$ cat config.mk
export PLATFORM = sky130hd
export DESIGN_NAME = alu_arbiter
export DESIGN_NICKNAME = d
export VERILOG_FILES = /design/src/rtl/alu_arbiter.sv
export SDC_FILE = /design/constraint.sdc
export NUM_CORES = 1
export LEC_CHECK = 0
export ABC_AREA = 0
export BUFFER_PORTS_ARGS = -buffer_cell sky130_fd_sc_hd__buf_4
export CORE_ASPECT_RATIO = 1.75
export CORE_MARGIN = 4
export CORE_UTILIZATION = 51
export CTS_CLUSTER_DIAMETER = 150
export DETAILED_ROUTE_END_ITERATION = 8
export PLACE_DENSITY = 0.85
export REMOVE_ABC_BUFFERS = 1
export SLEW_MARGIN = 20
export SYNTH_ARGS = -nofsm -noshare
export SYNTH_HDL_FRONTEND = slang
export SYNTH_SLANG_ARGS = --single-unit
$ cat constraint.sdc
create_clock -name clk -period 2.7 [get_ports clk]
set_input_delay 0 -clock clk [delete_from_list [all_inputs] [get_ports clk]]
set_output_delay 0 -clock clk [all_outputs]
set_load 0.01 [all_outputs]
$ cat src/rtl/alu_arbiter.sv
// Two-requester front end for a shared 4-bit ALU.
// Round-robin grant, registered operand latch, per-port result registers,
// one-cycle ack pulse and a wrapping completed-operation counter.
module alu_arbiter (
    input  logic       clk,
    input  logic       rst,
    input  logic       req0,
    input  logic [3:0] a0,
    input  logic [3:0] b0,
    input  logic [2:0] sel0,
    output logic       ack0,
    output logic [3:0] res0,
    input  logic       req1,
    input  logic [3:0] a1,
    input  logic [3:0] b1,
    input  logic [2:0] sel1,
    output logic       ack1,
    output logic [3:0] res1,
    output logic [3:0] alu_a,
    output logic [3:0] alu_b,
    output logic [2:0] alu_sel,
    input  logic [3:0] alu_out,
    output logic       busy,
    output logic       gnt_id,
    output logic [7:0] op_count
);

    typedef enum logic [1:0] {
        IDLE = 2'd0,
        EXEC = 2'd1,
        DONE = 2'd2
    } state_t;

    state_t     state_q, state_d;
    logic       gnt_id_q, gnt_id_d;
    logic       last_q, last_d;
    logic [3:0] alu_a_q, alu_a_d;
    logic [3:0] alu_b_q, alu_b_d;
    logic [2:0] alu_sel_q, alu_sel_d;
    logic [3:0] res0_q, res0_d;
    logic [3:0] res1_q, res1_d;
    logic       ack0_q, ack0_d;
    logic       ack1_q, ack1_d;
    logic       busy_q, busy_d;
    logic [7:0] op_count_q, op_count_d;

    // Round-robin pick: on contention the port not served last wins;
    // a lone request wins outright.
    function automatic logic rr_pick(input logic r0, input logic r1, input logic last);
        logic pick;
        if (r0 && r1) begin
            pick = ~last;
        end else if (r0) begin
            pick = 1'b0;
        end else begin
            pick = 1'b1;
        end
        return pick;
    endfunction

    // Next-state and next-output logic for the IDLE/EXEC/DONE sequence.
    always_comb begin
        state_d    = state_q;
        gnt_id_d   = gnt_id_q;
        last_d     = last_q;
        alu_a_d    = alu_a_q;
        alu_b_d    = alu_b_q;
        alu_sel_d  = alu_sel_q;
        res0_d     = res0_q;
        res1_d     = res1_q;
        ack0_d     = 1'b0;
        ack1_d     = 1'b0;
        op_count_d = op_count_q;
        case (state_q)
            IDLE: begin
                if (req0 || req1) begin
                    state_d  = EXEC;
                    gnt_id_d = rr_pick(req0, req1, last_q);
                    if (gnt_id_d) begin
                        alu_a_d   = a1;
                        alu_b_d   = b1;
                        alu_sel_d = sel1;
                    end else begin
                        alu_a_d   = a0;
                        alu_b_d   = b0;
                        alu_sel_d = sel0;
                    end
                end else begin
                    state_d = IDLE;
                end
            end
            EXEC: begin
                // The ALU has had a full cycle on the latched operands.
                state_d = DONE;
                if (gnt_id_q) begin
                    res1_d = alu_out;
                    ack1_d = 1'b1;
                end else begin
                    res0_d = alu_out;
                    ack0_d = 1'b1;
                end
            end
            DONE: begin
                state_d    = IDLE;
                op_count_d = op_count_q + 8'd1;
                last_d     = gnt_id_q;
            end
            default: begin
                state_d = IDLE;
            end
        endcase
        busy_d = (state_d != IDLE);
    end

    // State and output registers; reset aborts any operation in flight.
    always_ff @(posedge clk or posedge rst) begin
        if (rst) begin
            state_q    <= IDLE;
            gnt_id_q   <= 1'b0;
            last_q     <= 1'b1;
            alu_a_q    <= 4'd0;
            alu_b_q    <= 4'd0;
            alu_sel_q  <= 3'd0;
            res0_q     <= 4'd0;
            res1_q     <= 4'd0;
            ack0_q     <= 1'b0;
            ack1_q     <= 1'b0;
            busy_q     <= 1'b0;
            op_count_q <= 8'd0;
        end else begin
            state_q    <= state_d;
            gnt_id_q   <= gnt_id_d;
            last_q     <= last_d;
            alu_a_q    <= alu_a_d;
            alu_b_q    <= alu_b_d;
            alu_sel_q  <= alu_sel_d;
            res0_q     <= res0_d;
            res1_q     <= res1_d;
            ack0_q     <= ack0_d;
            ack1_q     <= ack1_d;
            busy_q     <= busy_d;
            op_count_q <= op_count_d;
        end
    end

    assign ack0     = ack0_q;
    assign ack1     = ack1_q;
    assign res0     = res0_q;
    assign res1     = res1_q;
    assign alu_a    = alu_a_q;
    assign alu_b    = alu_b_q;
    assign alu_sel  = alu_sel_q;
    assign busy     = busy_q;
    assign gnt_id   = gnt_id_q;
    assign op_count = op_count_q;

endmodule
==> results of run 1 <==
## per-layer routing
metal | part of all wire, % | wire length (um)
met1 | 32 | 1220
met4 | 2.8 | 108
met2 | 56 | 2150
met5 | 0 | 0
met3 | 9.5 | 363
## worst paths after layout
check,from,endpoint,slack [ns]
max in group asynchronous,rst,last_q,2.01
worst min register to register,op_count[7],op_count[7],0.49
worst max-delay path,last_q,alu_b[3],0.81
worst max register to register,last_q,alu_b[3],0.81
min in group asynchronous,rst,res0[0],0.36
worst min-delay path,a1[0],alu_a[0],0.01
## worst max-delay path, delay by kind of cell, from the launching register on
| kind | cells | cell delay, ns |
|---|---|---|
| buffers and inverters | 1 | 0.56 |
| DFF | 1 | 0.38 |
| AOI/OAI and AO/OA | 2 | 0.39 |
| and+or+nand+nor | 1 | 0.49 |
## repair_timing
action                                 4_1_cts  5_1_grt
endpoints found under the hold margin       48        0
hold buffers                                15        0
setup endpoints to repair                    0        0
## synthesized netlist by cell type (all sizes together) (3+ instances only)
| cell type | n |
|---|---|
| dfrtp | 33 |
| nand2 | 5 |
| xnor2 | 5 |
| a31oi | 12 |
| mux2 | 10 |
| inv | 3 |
| a21oi | 12 |
| clkbuf | 7 |
| nor2b | 3 |
| nand3 | 11 |
| o21ai | 11 |
## stage by stage
| step | cells | power, mW | instance area, um^2 |
|---|---|---|---|
| after global routing | 233 | 2.52 | 2160 |
| after CTS | 233 | 2.38 | 2160 |
| final | 233 | 2.37 | 2160 |
| after detailed placement | 210 | 1.93 | 1920 |
| after floorplan | 121 | 1.42 | 1420 |
| after global placement | 210 | 1.88 | 1920 |
## state kept, by name, indices dropped and copies added (netlist names), 2 cells and up
name and flops:
res1 4, op_count 8, alu_b 4, res0 4, state_q 2, alu_sel 3
alu_a 4
## cells by family after synthesis
kind of cell | count (synthesis)
DFF | 34
buffers and inverters | 11
adders and majority gates | 1
muxes | 10
and+or+nand+nor | 31
xor gates and xnor gates | 7
AOI/OAI and AO/OA | 35
## final cells by class
| type | instances | area, um^2 | share of cell area [%] |
|---|---|---|---|
| tap | 27 | 33.8 | 1.56 |
| clock inverter | 1 | 5.00 | 0.231 |
| sequential | 34 | 852 | 39.4 |
| clock buffer | 7 | 86.3 | 3.99 |
| timing repair buffer | 77 | 616 | 28.5 |
| multi-input combinational | 84 | 558 | 25.8 |
| inverter | 3 | 11.3 | 0.521 |
## power by group through the flow
stage / Clock, mW / Sequential [mW] / Combinational (mW)
4_1_cts: 0.391 / 0.923 / 1.06
5_1_grt: 0.403 / 0.961 / 1.16
3_5_place_dp: 0 / 0.930 / 1.00
6_report: 0.379 / 0.923 / 1.06
3_3_place_gp: 0 / 0.919 / 0.964
2_1_floorplan: 0 / 1.00 / 0.419
==> impl_results.md, run 1 <==
* Final wirelength at 3840 um
* FMAX at 0.529 GHz
* Top-Level Pins at 61
* Diode count at 0
* Clk_lat worst skew at 0.28 ns
* Met3 Use GR at 7.66%
* Register area share after synthesis at 56.9%
* Met1 Use GR at 19.5%
* CTS Buf Count at 5
* Final hold violations at 0
* Reg power frac at 39.0%
* Most Crowded Layer GR: met2
* RSZ-0062 raised after global routing: no
* FILL cells at 181
* Starting density of the core at 54.4%
* Main synth FF type: dfrtp_1
* Clk root buf: clkbuf_8
* Most common cell after layout, fill and taps aside: buf_4
* FP Rows at 25
* Power per standard cell area at 1090 nW/um^2
* Clock transition at path regs at 0.07 ns
* Final setup violation count at 0
* Full die area at 3900 um^2
* R2R depth at 4
* Setup Crit Path Kind: flip-flop to flip-flop
* Via density at 5.63
* Initial DRC count at 31
* WL/cell at 16.5 um
* CTS tree: built
* P_sw at 0.828 mW
* Hold Crit Depth at 3
* Initial antenna violation count at 0
* Leakage at 1.02 nW
* Peak VDD IR at 631 uV
* CP required at 2.92 ns
* Max FO, Critical Path at 11
* Post-CTS setup buffers at 0
* Critical Path AT at 2.11 ns
* Largest net degree at the start of global routing at 35
* Power share of the combinational group at 45.0%
* Post-synth ARST share at 100%
* Nature of the critical path endpoint: flip-flop
* Clk sinks at 34
* Final period utilization at 70.0%
* Vias in the first global route at 1,393
* Ranking of synthesized cells by area: dfrtp_1 55%, mux2_2 7.5%, a31oi_1 5.0%
* YS warnings at 0
* Worst Hold Class: primary input to flip-flop
* Post-CTS Resized at 0
* Post-Syn Instances at 129
* Final Max Tran Viols at 0
* Hold slack final at 0.00990 ns
* Clock power share at 16.0%
* Slowest-stage cell, CP: dlygate4sd3_1
* Place WS at 1.27 ns
* Vias at 1,311
* GPL Wtd Cong at 0.767
* Post-synthesis xor/xnor area fraction at 4.09%
* Nets at 236
* TNS Setup at 0 ns
* Longest Clk Path Bufs at 2
* Main combinational cell family by area after synthesis: compound AO/OA/AOI/OAI gates
* CP startpoint kind: flip-flop
* First-pass GRT wire length at 6420 um
* Crit path cell chain: nor2b_1 > o21ai_0 > a31oi_1 > dlygate4sd3_1
* Layout cell share with drive strength beyond 1 at 41.3%
* Sw Ratio at 35.0%
* GR Util met2 at 40.8%
* Flops & latches, synth at 34
* Post-Synth Adder-Cell Area at 0.835%
* Min Tclk post-route at 1.89 ns
* Max Cap Violations at 0
* HPWL Detailed at 2680 um
* # port buffers at 60
* Synth area leader: dfrtp_1
* Die Y at 79.7 um
* Compound-Gate Fraction of Synth Area at 12.7%
* H-tree Lvls at 2
* Core Util, Final at 78.5%
* Simple-gate share of the synthesized area at 12.1%
* Most frequent cells in the layout: 62 x buf_4, 33 x dfrtp_1, 15 x dlygate4sd3_1, 12 x a21oi_1, 12 x a31oi_1
* Post-synth EDFFs at 0
* GRT Overall Usage at 21.7%
* Least-Margin Pin Slew at 0.624 ns
* Skew final at 0.00488 ns
* Slew margin rel. at 58.3%
* Internal power at 1.54 mW
* Grt ovf at 0
* Post-synthesis average cell area at 11.6 um^2
* Outcome: completed
* Routed Antenna Nets at 0
* Die width at 49.0 um
* Unique cell type count in the Yosys netlist at 29
* Core area at 2750 um^2
* Residual DRC count at 0
* First drt pass iteration count at 4
* Mapped Area at 1500 um^2
* Area grow syn2layout at 44.4%
* Top-area cell type share of the netlist area at 55.1%
* Setup WS post-layout at 0.811 ns
* Crit-path max cell delay at 0.56 ns
* Mux contribution to synthesized area at 7.52%
Power figures use the tool's default switching activity.
==> run 2, diff against run 1 <==
- CORE_UTILIZATION: 51 -> 47
- PLACE_DENSITY: 0.85 -> 0.79
- clock period: 2.7 -> 1.9 ns (I/O delays scaled with it)
==> run 2 against run 1 <==
Net effect:
- via count fell by 2.9%
- clock skew fell by 0.0012 ns
- cell count rose by 4.3%
- global-route usage fell by 2.8 points
- sequential share of layout area rose by 0.53 points
- worst setup slack got worse by 0.64 ns
- critical path depth did not move
- flip-flop and latch count did not move
- critical endpoint is now alu_sel[0]
- die area rose by 7.4%
- largest power group unchanged
==> impl_results.md, run 2 (synthesized netlist as in run 1, its figures left out) <==
* Grt ovf at 0
* FP Rows at 26
* Layout cell share with drive strength beyond 1 at 42.8%
* Worst Hold Class: primary input to flip-flop
* First-pass GRT wire length at 5870 um
* Clk_lat worst skew at 0.28 ns
* Max reg flops at 8
* CP required at 2.07 ns
* Setup WS post-layout at 0.169 ns
* Longest Clk Path Bufs at 2
* Critical Path AT at 1.90 ns
* Most frequent cells in the layout: 62 x buf_4, 33 x dfrtp_1, 12 x a21oi_1, 12 x a31oi_1
* Slew margin rel. at 72.2%
* Final wirelength at 3600 um
* Hold Crit Depth at 3
* Clk sinks at 34
* R2R depth at 4
* Initial DRC count at 33
* RR Endpoint: alu_sel[0]
* Worst Hold End: alu_sel[2]
* Nature of the critical path endpoint: flip-flop
* Diode count at 0
* TNS Setup at 0 ns
* Setup Crit Path Kind: flip-flop to flip-flop
* HPWL Detailed at 2680 um
* Die Y at 82.7 um
* Final hold violations at 0
* Leakage at 1.00 nW
* WL/cell at 14.8 um
* Hold wc startpoint: sel1[2]
* Max FO, Critical Path at 13
* Final setup violation count at 0
* Top-Level Pins at 61
* FILL cells at 243
* Routed Antenna Nets at 0
* RSZ-0062 raised after global routing: no
* Most common cell after layout, fill and taps aside: buf_4
* Largest net degree at the start of global routing at 35
* Die width at 50.7 um
* Peak VDD IR at 728 uV
* FMAX at 0.578 GHz
* Skew final at 0.00370 ns
* Min Tclk post-route at 1.73 ns
* Max Cap Violations at 0
* # port buffers at 60
* Residual DRC count at 0
* Core area at 2990 um^2
* Reg2Reg Setup Slack at 0.17 ns
* Final period utilization at 91.1%
* Starting density of the core at 50.0%
* Power per standard cell area at 1550 nW/um^2
* Nets at 231
* Clock transition at path regs at 0.07 ns
* Initial antenna violation count at 0
* CTS tree: built
* Vias at 1,273
* Clk root buf: clkbuf_8
* CP startpoint kind: flip-flop
* Place WS at 0.426 ns
* Vias in the first global route at 1,308
* Area grow syn2layout at 42.4%
* GRT Overall Usage at 19.0%
* Final Max Tran Viols at 0
* Total power at 3.30 mW
* First drt pass iteration count at 4
* Via density at 5.24
* GPL Wtd Cong at 0.711
* H-tree Lvls at 2
* CTS Buf Count at 5
* Worst flop-to-flop path startpoint: state_q[1]
* Outcome: completed
* Non-Filler Instances at 243
* Least-Margin Pin Slew at 0.417 ns
* Placed Instances at 225
* Hold slack final at 0.0000983 ns
* Full die area at 4190 um^2
## run 2: cell types whose count changed in the layout (fill, tap and decap cells not counted), sizes merged
cell	delta
dlygate4sd3	-5
## run 2: cell type report
type                            instances  area (um^2)  share of cell area (%)
Multi-Input combinational cell         84          561                    26.3
Clock inverter                          1         5.00                   0.235
Clock buffer                            7         86.3                    4.05
Timing Repair Buffer                   72          566                    26.5
Sequential cell                        34          852                    39.9
Tap cell                               42         52.6                    2.46
Inverter                                3         11.3                   0.528
## run 2: what timing repair did
item | in CTS | in global routing
hold buffers | 10 | 0
hold endpoints to repair | 45 | 0
gates resized for setup | 0 | 1
setup endpoints to repair | 0 | 1
buffers inserted | 0 | 0
## run 2: power by group
group	switching [mW]	internal, mW
clock	0.247	0.292
combinational	0.660	0.786
sequential	0.246	1.07
## run 2: critical path: stages (launching register included)
cell and delay [ns]:
dfrtp_1 0.44, nor2_1 0.15, and2_2 0.32, a31oi_1 0.13, dlygate4sd3_1 0.58
## run 2: how the worst max path moves through the flow
| stage | endpoint | cells after the start | startpoint |
|---|---|---|---|
| 4_1_cts | alu_sel[0] | 4 | last_q |
| 6_report | alu_sel[0] | 4 | state_q[1] |
| 3_5_place_dp | res0[1] | 3 | state_q[1] |
| 3_3_place_gp | res0[3] | 3 | state_q[1] |
| 2_1_floorplan | alu_sel[0] | 3 | state_q[1] |
| 5_1_grt | alu_sel[0] | 4 | state_q[1] |
## run 2: layer usage
metal / global-route usage (%) / wire length [um] / up-vias
met2: 36.9 / 2030 / 59
li1: - / - / 600
met4: 7.28 / 57 / 0
met3: 6.82 / 312 / 8
met1: 17.5 / 1200 / 606
met5: 0 / 0 / -
## run 2: metrics by stage
step	util (%)	cell area, um^2
after global routing	71.3	2130
final	71.3	2130
after floorplan	-	1420
after global placement	64.8	1940
after CTS	71.2	2130
after detailed placement	64.8	1940
